### src/rtl/seq_detector_param_if.sv
// Serial pattern detector bus: qualified input bit stream plus the match
// pulse, match counter and overflow flag coming back out.
// Optional macro SEQDET_CLR_EN adds the synchronous counter clear signal clr.
interface seq_detector_param_if #(
    parameter int CNT_W = 3
);
    logic             data;
    logic             data_vld;
    logic             match;
    logic [CNT_W-1:0] out;
    logic             ovf;
`ifdef SEQDET_CLR_EN
    logic             clr;

    modport master (output data, data_vld, clr, input match, out, ovf);
    modport slave  (input data, data_vld, clr, output match, out, ovf);
`else
    modport master (output data, data_vld, input match, out, ovf);
    modport slave  (input data, data_vld, output match, out, ovf);
`endif
endinterface

### src/rtl/seq_detector_param.sv
// Parametrised serial pattern detector with match counter.
// Shifts in one bit per data_vld cycle, pulses match (one cycle after the
// completing bit) whenever the last PATTERN_W accepted bits equal PATTERN,
// and counts matches with optional saturation and a sticky overflow flag.
// Optional macro SEQDET_CLR_EN: adds the clr input, which zeroes out/ovf
// without touching detection state.
module seq_detector_param #(
    parameter int                   PATTERN_W = 4,
    parameter logic [PATTERN_W-1:0] PATTERN   = 4'b1010,
    parameter int                   OVERLAP   = 1,
    parameter int                   CNT_W     = 3,
    parameter int                   SATURATE  = 1
) (
    input  logic                 clk,
    input  logic                 rst_n,
    seq_detector_param_if.slave  bus
);
    // Fill counter must be able to hold PATTERN_W itself.
    localparam int               FILL_W    = $clog2(PATTERN_W + 1);
    localparam logic [FILL_W-1:0] FILL_FULL = FILL_W'(PATTERN_W);
    localparam logic [CNT_W-1:0]  CNT_MAX   = '1;

    logic [PATTERN_W-1:0] sreg_q, sreg_d;
    logic [FILL_W-1:0]    fill_q, fill_d;
    logic                 match_q, match_d;
    logic [CNT_W-1:0]     out_q, out_d;
    logic                 ovf_q, ovf_d;
    logic [CNT_W-1:0]     out_base;
    logic                 ovf_base;
    logic                 hit;

    // Next-state: shift/fill on valid bits, detect, then clear-then-count.
    always_comb begin
        sreg_d   = sreg_q;
        fill_d   = fill_q;
        hit      = 1'b0;
        out_base = out_q;
        ovf_base = ovf_q;

        if (bus.data_vld) begin
            sreg_d = {sreg_q[PATTERN_W-2:0], bus.data};
            if (fill_q != FILL_FULL) begin
                fill_d = fill_q + FILL_W'(1);
            end
            // fill gating keeps reset zeros from ever counting as pattern bits
            hit = (fill_d == FILL_FULL) && (sreg_d == PATTERN);
            // Non-overlapping search: the next match needs a full fresh window
            if (hit && (OVERLAP == 0)) begin
                fill_d = '0;
            end
        end

`ifdef SEQDET_CLR_EN
        // Clear takes effect first so a coincident match counts from zero
        if (bus.clr) begin
            out_base = '0;
            ovf_base = 1'b0;
        end
`endif

        out_d   = out_base;
        ovf_d   = ovf_base;
        match_d = hit;
        if (hit) begin
            if (out_base == CNT_MAX) begin
                ovf_d = 1'b1;
                out_d = (SATURATE != 0) ? CNT_MAX : '0;
            end else begin
                out_d = out_base + CNT_W'(1);
            end
        end
    end

    // State and registered outputs; reset aborts any partial pattern.
    always_ff @(posedge clk) begin
        if (!rst_n) begin
            sreg_q  <= '0;
            fill_q  <= '0;
            match_q <= 1'b0;
            out_q   <= '0;
            ovf_q   <= 1'b0;
        end else begin
            sreg_q  <= sreg_d;
            fill_q  <= fill_d;
            match_q <= match_d;
            out_q   <= out_d;
            ovf_q   <= ovf_d;
        end
    end

    assign bus.match = match_q;
    assign bus.out   = out_q;
    assign bus.ovf   = ovf_q;

endmodule

### src/flat_wrapper.sv
// flat-port wrapper written by rule: the top's interface ports become plain ports
module seq_detector_param_flat 
#(
    parameter int                   PATTERN_W = 4,
    parameter logic [PATTERN_W-1:0] PATTERN   = 4'b1010,
    parameter int                   OVERLAP   = 1,
    parameter int                   CNT_W     = 3,
    parameter int                   SATURATE  = 1
)
  (clk, rst_n, bus_data, bus_data_vld, bus_match, bus_out, bus_ovf);
  seq_detector_param_if #(.CNT_W(CNT_W)) bus_i ();
  input  logic clk;
  input  logic rst_n;
  input wire logic [$bits(bus_i.data)-1:0] bus_data;
  input wire logic [$bits(bus_i.data_vld)-1:0] bus_data_vld;
  output wire logic [$bits(bus_i.match)-1:0] bus_match;
  output wire logic [$bits(bus_i.out)-1:0] bus_out;
  output wire logic [$bits(bus_i.ovf)-1:0] bus_ovf;
  assign bus_i.data = bus_data;
  assign bus_i.data_vld = bus_data_vld;
  assign bus_match = bus_i.match;
  assign bus_out = bus_i.out;
  assign bus_ovf = bus_i.ovf;
  seq_detector_param #(.PATTERN_W(PATTERN_W), .PATTERN(PATTERN), .OVERLAP(OVERLAP), .CNT_W(CNT_W), .SATURATE(SATURATE)) u_core (.clk(clk), .rst_n(rst_n), .bus(bus_i));
endmodule
### config.mk
export PLATFORM = sky130hd
export DESIGN_NAME = seq_detector_param_flat
export DESIGN_NICKNAME = d
export VERILOG_FILES = /design/src/rtl/seq_detector_param_if.sv /design/src/rtl/seq_detector_param.sv /design/src/flat_wrapper.sv
export SDC_FILE = /design/constraint.sdc
export NUM_CORES = 1
export LEC_CHECK = 0
export CORE_AREA = 2 2 39 41
export CTS_CLUSTER_SIZE = 20
export DETAILED_ROUTE_END_ITERATION = 6
export DIE_AREA = 0 0 41 43
export PLACE_DENSITY = 0.63
export SLEW_MARGIN = 10
export SYNTH_ARGS = -nofsm -noshare
export SYNTH_HDL_FRONTEND = slang
export SYNTH_SLANG_ARGS = --single-unit
### constraint.sdc
create_clock -name clk -period 2.1 [get_ports clk]
set_clock_uncertainty 0.2 [all_clocks]
set_input_delay 0.63 -clock clk [delete_from_list [all_inputs] [get_ports clk]]
set_output_delay 0.63 -clock clk [all_outputs]
set_load 0.05 [all_outputs]
Yosys cells after proc, flatten, opt, wreduce, memory -nomap -nowiden --
Cells that the tools add are included.
Storage, ports and cells: bits in registers 11, input bits 4, output and inout port bits 5, word-level logic and storage cells 17
Cells by class: add/subtract/negate cells 2, equality and inequality tests 4, muxes and demuxes 4, reduce and logical (&&, ||, !) cells 2
Operator list (number):
- 3-bit 2-to-1 mux | 3
- 3-bit by 1-bit adder with 3-bit output, second input constant | 2
- 3-bit equality test, second input constant | 2
- 4-bit equality test, second input constant | 1
- 3-bit != test, second input constant | 1
- 2-bit AND reduction | 1
- 1-bit logical AND | 1
- 1-bit 2-to-1 mux | 1

Longest topological paths before layout --
Gate-level depths: netlist (run 1).
depth in word-level cells 7, mapped depth 6

Worst setup path after synthesis (run 1) --
Ideal clock, no wire load.
kind flip-flop to flip-flop, start reg u_core.fill_q[0], end reg u_core.out_q[0], in the netlist u_core.bus.out[0], arrival time 1587 ps, data required time 1778 ps, path slack 191 ps, cell stages (with the launch flop) 7, period minus slack after synthesis 1909 ps, cells stage by stage dfxtp_1 -> inv_1 -> ha_1 -> nand4b_1 -> nor4_4 -> nand2_2 -> o311a_1
On the way: cells in the longest elaborated chain, start to end 6, elaborated cells between the ends (all ways) 7, those cells by class add/sub: 1; eq/ne: 2; mux: 3; reduce/logical: 1
RTL lines:
- start, declared | line seq_detector_param.sv:24 | logic [FILL_W-1:0] fill_q, fill_d;
- start signal, assigned | line seq_detector_param.sv:84 | fill_q <= fill_d;
- 3-bit by 1-bit adder with 3-bit output / 3-bit != test (equally long branches) | line seq_detector_param.sv:43, seq_detector_param.sv:42
- 3-bit 2-to-1 mux * | line seq_detector_param.sv:42 | if (fill_q != FILL_FULL) begin
- 3-bit 2-to-1 mux * | line seq_detector_param.sv:40 | if (bus.data_vld) begin
- 3-bit equality test * | line seq_detector_param.sv:46 | hit = (fill_d == FILL_FULL) && (sreg_d == PATTERN);
- 1-bit logical AND * | line seq_detector_param.sv:46
- 1-bit 2-to-1 mux * | line seq_detector_param.sv:40
- end signal, assigned | line seq_detector_param.sv:86 | out_q <= out_d;
- end, declared | line seq_detector_param.sv:26 | logic [CNT_W-1:0] out_q, out_d;
Mark *: on every way between the ends. The rest lies on a longest branch, timed or not. The select of a mux whose other input is x is not followed. A chain may end at the register's enable or synchronous reset.

Final worst setup path (run 1) --
start in bus_data_vld, end reg u_core.out_q[1], in the netlist u_core.bus.out[1]
On the way: cells in the longest elaborated chain, start to end 1
RTL lines:
- start, declared | line flat_wrapper.sv:15 | input wire logic [$bits(bus_i.data_vld)-1:0] bus_data_vld;
- 1-bit 2-to-1 mux | line seq_detector_param.sv:40
Every way passes these cells.

==> results of run 1 <==
## worst max-delay path: stages
cell	delay [ns]
clkdlybuf4s50_1	0.48
nand4b_1	0.15
nor4_4	0.19
nand2_2	0.10
o311a_1	0.33
## state kept, by name, summed over array words and instances (netlist names)
signal	cells
u_core.fill_q	3
u_core.bus.ovf	1
u_core.sreg_q	3
u_core.bus.match	1
u_core.bus.out	3
## cell usage after synthesis, drive strengths merged
library cell,number
a21boi,1
a21o,2
a21oi,2
a31oi,2
and2,1
and4b,1
buf,1
clkinv,1
dfxtp,11
ha,3
inv,3
mux2i,4
nand2,1
nand2b,1
nand3,1
nand4b,1
nor2,8
nor3,1
nor4,1
o311a,2
or3b,1
xnor2,1
## through the flow
stage          std cells  setup TNS [ns]
2_1_floorplan         50               0
6_report              80               0
3_3_place_gp          76          -0.186
3_5_place_dp          76          -0.191
5_1_grt               80               0
4_1_cts               80               0
## timing repair
action / CTS / global route
hold buffers: 0 / 0
setup endpoints to repair: 0 / 2
gates resized for setup: 0 / 1
## worst paths after layout
kind,to,startpoint,slack (ns)
setup reg to reg,u_core.bus.out[1],u_core.fill_q[0],0.18
hold reg to reg,u_core.bus.ovf,u_core.bus.ovf,0.28
setup / recovery,u_core.bus.out[1],bus_data_vld,0.18
hold / removal,u_core.bus.ovf,u_core.bus.ovf,0.28
## per-layer routing
| metal | track usage [%] | vias up |
|---|---|---|
| met5 | 0 | - |
| met4 | 6.00 | 0 |
| met3 | 4.71 | 0 |
| met2 | 15.6 | 6 |
| met1 | 18.4 | 181 |
| li1 | - | 206 |
## cell usage in the layout (no fill, tap or decap)
| cell | instances |
|---|---|
| nor4_4 | 1 |
| or3b_1 | 1 |
| nor3_1 | 1 |
| buf_4 | 7 |
| o311a_1 | 2 |
| dfxtp_1 | 10 |
| dfxtp_2 | 1 |
| buf_12 | 1 |
| and4b_1 | 1 |
| clkbuf_4 | 3 |
| ha_1 | 3 |
| a21boi_0 | 1 |
| a21o_1 | 2 |
| nand4b_1 | 1 |
| clkinv_1 | 1 |
| nand2_2 | 1 |
| and2_1 | 1 |
| a21oi_1 | 2 |
| nand3_2 | 1 |
| a31oi_1 | 2 |
| clkbuf_1 | 1 |
| nand2b_1 | 1 |
| mux2i_1 | 4 |
| xnor2_1 | 1 |
| clkdlybuf4s50_1 | 3 |
| nor2_1 | 8 |
| inv_1 | 3 |
## cell type report
class,count,area share (%)
flip-flops and latches,11,34.1
repair buffers,11,15.8
clock buffers,4,4.05
inverters,4,2.31
multi-input cells,34,40.7
well taps,16,3.08
## where the power goes
part	total [uW]	switching [uW]	internal, uW
combinational	43.5	21.1	22.5
sequential	223	7.11	215
clock	145	71.5	73.4
## cells by family after synthesis
family / count (synthesis)
flops: 11
mux: 4
fa+ha+maj: 3
compound gates: 9
buf+inv: 5
simple gates: 17
xor+xnor: 1
==> run summary, run 1 <==
post-layout util - 46.9%
required time of the critical path - 2.05 ns
Multi-input gate area - 264 um^2
post-synthesis adder-cell area fraction - 7.35%
Net Count, Synth - 57
DR iter-0 viols - 5
Slew Viols, Final - 0
FILL cells - 143
Synth area leader - dfxtp_1
CTS buffer count - 3
Synth Area in Simple Gates - 22.1%
area fraction in compound gates after synthesis - 12.7%
clock sink total - 11
Warnings, synthesis - 0
Antenna Cells - 0
DR vias - 393
Synth Instances - 50
largest cells by area after synthesis - dfxtp_1, mux2i_1, ha_1
highest clock rate - 521 MHz
vias in the first global route - 374
vias per std cell - 4.91
clock latency at the later pin of the worst-skew pair - 0.27 ns
Total Nets Final - 72
Final Critical Period - 1.92 ns
Die H - 43 um
DRC viols - 0
Setup crit end kind - flop
Final Hold Violating Endpoints - 0
Area growth, synth to finish - 27.2%
placeable core area - 1380 um^2
DR top layer - met3
Final ANT Viol Nets - 0
initial antenna violation count - 0
port buffer count - 8
crit path setup slack, layout - 0.179 ns
Design Area, Final - 649 um^2
worst hold path type - flop to flop
hold path depth - 2
met3 WL - 34 um
post-DP HPWL - 669 um
gr ovfl total - 0
area share of xor/xnor cells in the synthesized design - 1.72%
maximum vdd drop - 0.000296 V
worst slew pin tran - 0.262 ns
largest net degree at the start of global routing - 10
CP startpoint kind - primary input
WL met2 - 391 um
WL met1 - 478 um
Power Dens Cells - 633 nW/um^2
Yosys reg bits - 11
CP Data Arrival Time - 1.87 ns
share of cells above drive strength 1 - 23.4%
RSZ-0062 raised after global routing - no
largest family of logic cells by synthesized area - simple AND/OR/NAND/NOR gates
Die ar. - 1760 um^2
Slew HR - 82.4%
I/O pin cnt - 9
Leakage Power - 0.000285 uW
Root Buffer - clkbuf_4
Power Total - 411 uW
htree depth - 1
Max Cap Violations - 0
DP Area - 622 um^2
final cycle utilization of the critical path - 91.5%
Syn Area/Cell - 10.2 um^2
FF+latch area - 221 um^2
All-Layer GR Usage - 12.6%
Total Wirelength - 904 um
routability cong. - 0.710
count of unique library cells instantiated by Yosys - 22
first-pass GRT wire length - 1500 um
clock buffer depth - 2
Post-CTS Setup Repair Bufs - 0
pre-CTS setup slack - -0.0961 ns
mux contribution to synthesized area - 7.84%
Synth top area share - 43.1%
Syn Std Cell Area - 510 um^2
Initial Utilization - 36.9%
post-synthesis sequential area ratio - 43.1%
status - finished, final reports clean
DR WL/cell - 11.3 um
Chip Width - 41 um
Rows - 14
Setup CP Type - primary input to flop
CP Max Fanout - 3
Hold WS - 0.279 ns
DRT Pass-1 Iters - 3
CTS tree - yes
Setup-failing EPs final - 0
Worst Reg2Reg Path Length in Cells - 6
Worst-path clk slew - 0.07 ns
No activity file was read; power rests on OpenSTA's default activity.
==> run 2: changes to the inputs <==
Settings changed: PLACE_DENSITY 0.63 to default.
==> run summary, run 2 (same netlist as run 1, synthesis figures left out) <==
status - finished, final reports clean
DRC viols - 0
CP Max Fanout - 3
All-Layer GR Usage - 12.7%
routability cong. - 0.688
DR vias - 398
Slowest-stage cell, CP - clkdlybuf4s50_1
htree depth - 1
Setup CP Type - primary input to flop
Post-CTS Hold Fix Bufs - 0
Slew Viols, Final - 0
Die ar. - 1760 um^2
crit path setup slack, layout - 0.149 ns
share of cells above drive strength 1 - 25.4%
Rows - 14
CP startpoint kind - primary input
clock latency at the later pin of the worst-skew pair - 0.27 ns
vias per std cell - 4.80
first-pass GRT wire length - 1520 um
I/O pin cnt - 9
worst slew pin tran - 0.284 ns
launching point of the worst reg2reg path - u_core.fill_q[0]
CTS tree - yes
Antenna Cells - 0
Final ANT Viol Nets - 0
DRT Pass-1 Iters - 3
largest net degree at the start of global routing - 8
Power Total - 412 uW
CP peak stage delay - 0.48 ns
initial antenna violation count - 0
highest clock rate - 513 MHz
Post-CTS Setup Repair Bufs - 0
Power Dens Cells - 614 nW/um^2
required time of the critical path - 2.05 ns
# resized after CTS - 0
Chip Width - 41 um
Total Wirelength - 886 um
r2r setup slk - 0.19 ns
clock buffer depth - 2
worst hold path type - flop to flop
Root Buffer - clkbuf_4
commonest non-fill, non-tap cell in the layout - dfxtp_1
Hold WS - 0.291 ns
placeable core area - 1380 um^2
clock sink total - 11
Worst Reg2Reg Path Length in Cells - 6
final cycle utilization of the critical path - 92.9%
post-layout util - 48.5%
Area growth, synth to finish - 31.4%
Leakage Power - 0.000300 uW
Worst-path clk slew - 0.07 ns
hold path depth - 2
Final Hold Violating Endpoints - 0
CTS buffer count - 3
worst setup path startpoint - bus_data_vld
maximum vdd drop - 0.000454 V
Setup crit end kind - flop
post-DP HPWL - 715 um
CP Cell Sequence - clkdlybuf4s50_1, nand4b_1, nor4_4, nand2_2, o311a_1
Final Critical Period - 1.95 ns
r2r endpoint - u_core.bus.out[0]
pre-CTS setup slack - -0.120 ns
CP Data Arrival Time - 1.90 ns
DR iter-0 viols - 4
most frequent cells in the layout - dfxtp_1, buf_4, nor2_1
sum of negative setup slack - 0 ns
DR WL/cell - 10.7 um
Initial Utilization - 36.9%
crit path to - u_core.bus.out[0]
Total Nets Final - 75
Die H - 43 um
Slew HR - 81.1%
gr ovfl total - 0
Max Cap Violations - 0
vias in the first global route - 387
Setup-failing EPs final - 0
RSZ-0062 raised after global routing - no
port buffer count - 8
run 2: where the power goes:
part	switching, uW	internal [uW]
sequential	5.20	215
combinational	23.1	27.3
clock	67.5	73.5
total	95.8	316
run 2: area by class of cell:
type	count	area (um^2)
multi-input combinational	34	264
inverter	4	15.0
timing repair buffer	14	125
sequential	11	220
tap	16	20.0
fill	142	713
clock buffer	4	26.3
run 2: routing by layer:
| layer | track usage [%] | vias to the layer above | routed length (um) |
|---|---|---|---|
| li1 | - | 213 | - |
| met1 | 17.1 | 176 | 425 |
| met2 | 17.2 | 7 | 407 |
| met3 | 2.09 | 2 | 27 |
| met4 | 10.0 | 0 | 25 |
| met5 | 0 | - | 0 |
run 2: critical path, delay by kind of cell:
kind                   cells  cell delay [ns]
AOI/OAI and AO/OA          1             0.33
and+or+nand+nor            3             0.46
buffers and inverters      1             0.48
run 2: worst min path at each step:
stage                                 start                end  slack [ns]
after floorplan            u_core.sreg_q[2]   u_core.sreg_q[2]        0.26
after global placement       u_core.bus.ovf     u_core.bus.ovf        0.25
after detailed placement     u_core.bus.ovf     u_core.bus.ovf        0.28
after CTS                    u_core.bus.ovf     u_core.bus.ovf        0.30
after global routing         u_core.bus.ovf     u_core.bus.ovf        0.34
final                     u_core.bus.out[2]  u_core.bus.out[2]        0.29
run 2: metrics by stage:
step	area [um^2]	cells
floorplan	510	50
global placement	644	79
detailed placement	644	79
CTS	671	83
global route	671	83
finish	671	83
==> run 3: changes to the inputs <==
Settings changed: MAX_ROUTING_LAYER from default to met4.
==> run summary, run 3 (same netlist as run 1, synthesis figures left out) <==
Post-CTS Setup Repair Bufs - 0
Root Buffer - clkbuf_4
post-layout util - 48.5%
CP Data Arrival Time - 1.90 ns
Seq pwr share - 53.5%
All-Layer GR Usage - 13.1%
Final Critical Period - 1.95 ns
Total Wirelength - 883 um
Area growth, synth to finish - 31.4%
htree depth - 1
Worst-path clk slew - 0.07 ns
gr ovfl total - 0
clock latency at the later pin of the worst-skew pair - 0.27 ns
initial antenna violation count - 0
Leakage Power - 0.000300 uW
Slew Viols, Final - 0
Slew HR - 81.1%
Power Total - 412 uW
DRT Pass-1 Iters - 3
clock buffer depth - 2
status - finished, final reports clean
placed cell count - 79
Total Nets Final - 75
Initial Utilization - 36.9%
worst hold path type - flop to flop
CP Max Fanout - 3
DR iter-0 viols - 4
Chip Width - 41 um
Post-CTS Hold Fix Bufs - 0
routability cong. - 0.695
Final ANT Viol Nets - 0
Die ar. - 1760 um^2
maximum vdd drop - 0.000454 V
most frequent cells in the layout - dfxtp_1, buf_4, nor2_1
Antenna Cells - 0
post-DP HPWL - 715 um
Clock Power Share - 34.2%
placeable core area - 1380 um^2
vias in the first global route - 387
Final Hold Violating Endpoints - 0
r2r setup slk - 0.19 ns
Int Pwr - 316 uW
crit path setup slack, layout - 0.150 ns
Comb pwr share - 12.2%
clock sink total - 11
Switching Fraction - 23.3%
final cycle utilization of the critical path - 92.8%
Rows - 14
share of cells above drive strength 1 - 25.4%
DRC viols - 0
Setup-failing EPs final - 0
fin cells - 83
first-pass GRT wire length - 1520 um
Setup crit end kind - flop
CTS tree - yes
port buffer count - 8
pre-CTS setup slack - -0.120 ns
highest clock rate - 513 MHz
vias per std cell - 4.80
# resized after CTS - 0
CP startpoint kind - primary input
I/O pin cnt - 9
required time of the critical path - 2.05 ns
commonest non-fill, non-tap cell in the layout - dfxtp_1
Setup CP Type - primary input to flop
worst slew pin tran - 0.284 ns
DR WL/cell - 10.6 um
Die H - 43 um
RSZ-0062 raised after global routing - no
Switch Pwr - 95.8 uW
CTS buffer count - 3
largest net degree at the start of global routing - 8
Max Cap Violations - 0
Power Dens Cells - 614 nW/um^2
DR vias - 398
[run 3: cell counts in the layout (fill, tap and decap cells not counted)]
No cell type changed its count.
[run 3: worst paths after layout]
kind | startpoint | to | cells after the start
setup / recovery | bus_data_vld | u_core.bus.out[0] | 5
hold / removal | u_core.bus.out[2] | u_core.bus.out[2] | 2
setup reg to reg | u_core.fill_q[0] | u_core.bus.out[0] | 6
hold reg to reg | u_core.bus.out[2] | u_core.bus.out[2] | 2
[run 3: per-stage QoR]
step / area (um^2) / TNS [ns] / hold WS (ns)
floorplan: 510 / 0 / 0.260
global placement: 644 / -0.216 / 0.253
detailed placement: 644 / -0.234 / 0.277
CTS: 671 / 0 / 0.297
global route: 671 / 0 / 0.342
finish: 671 / 0 / 0.291
[run 3: final cells by class]
type,instances,area (um^2)
fillers,142,713
multi-input cells,34,264
flip-flops and latches,11,220
repair buffers,14,125
clock buffers,4,26.3
well taps,16,20.0
inverters,4,15.0
[run 3: worst max-delay path, cell delays in order]
cell and delay, ns:
clkdlybuf4s50_1 0.48, nand4b_1 0.15, nor4_4 0.21, nand2_2 0.10, o311a_1 0.33
[run 3: power by group through the flow]
stage                     Clock, uW  Sequential (uW)  Combinational, uW
final                           141              220               50.4
after global routing            156              221               56.2
after CTS                       147              221               51.1
after detailed placement          0              225               50.7
after global placement            0              225               50.2
after floorplan                   0              225               31.6
[run 3: layer usage]
metal  track usage [%]  share of wire, %  wire (um)
met3              1.57               2.8         25
met4              10.0               2.8         25
met1              17.4                48        425
met2              17.2                46        407
met5                 -                 0          0
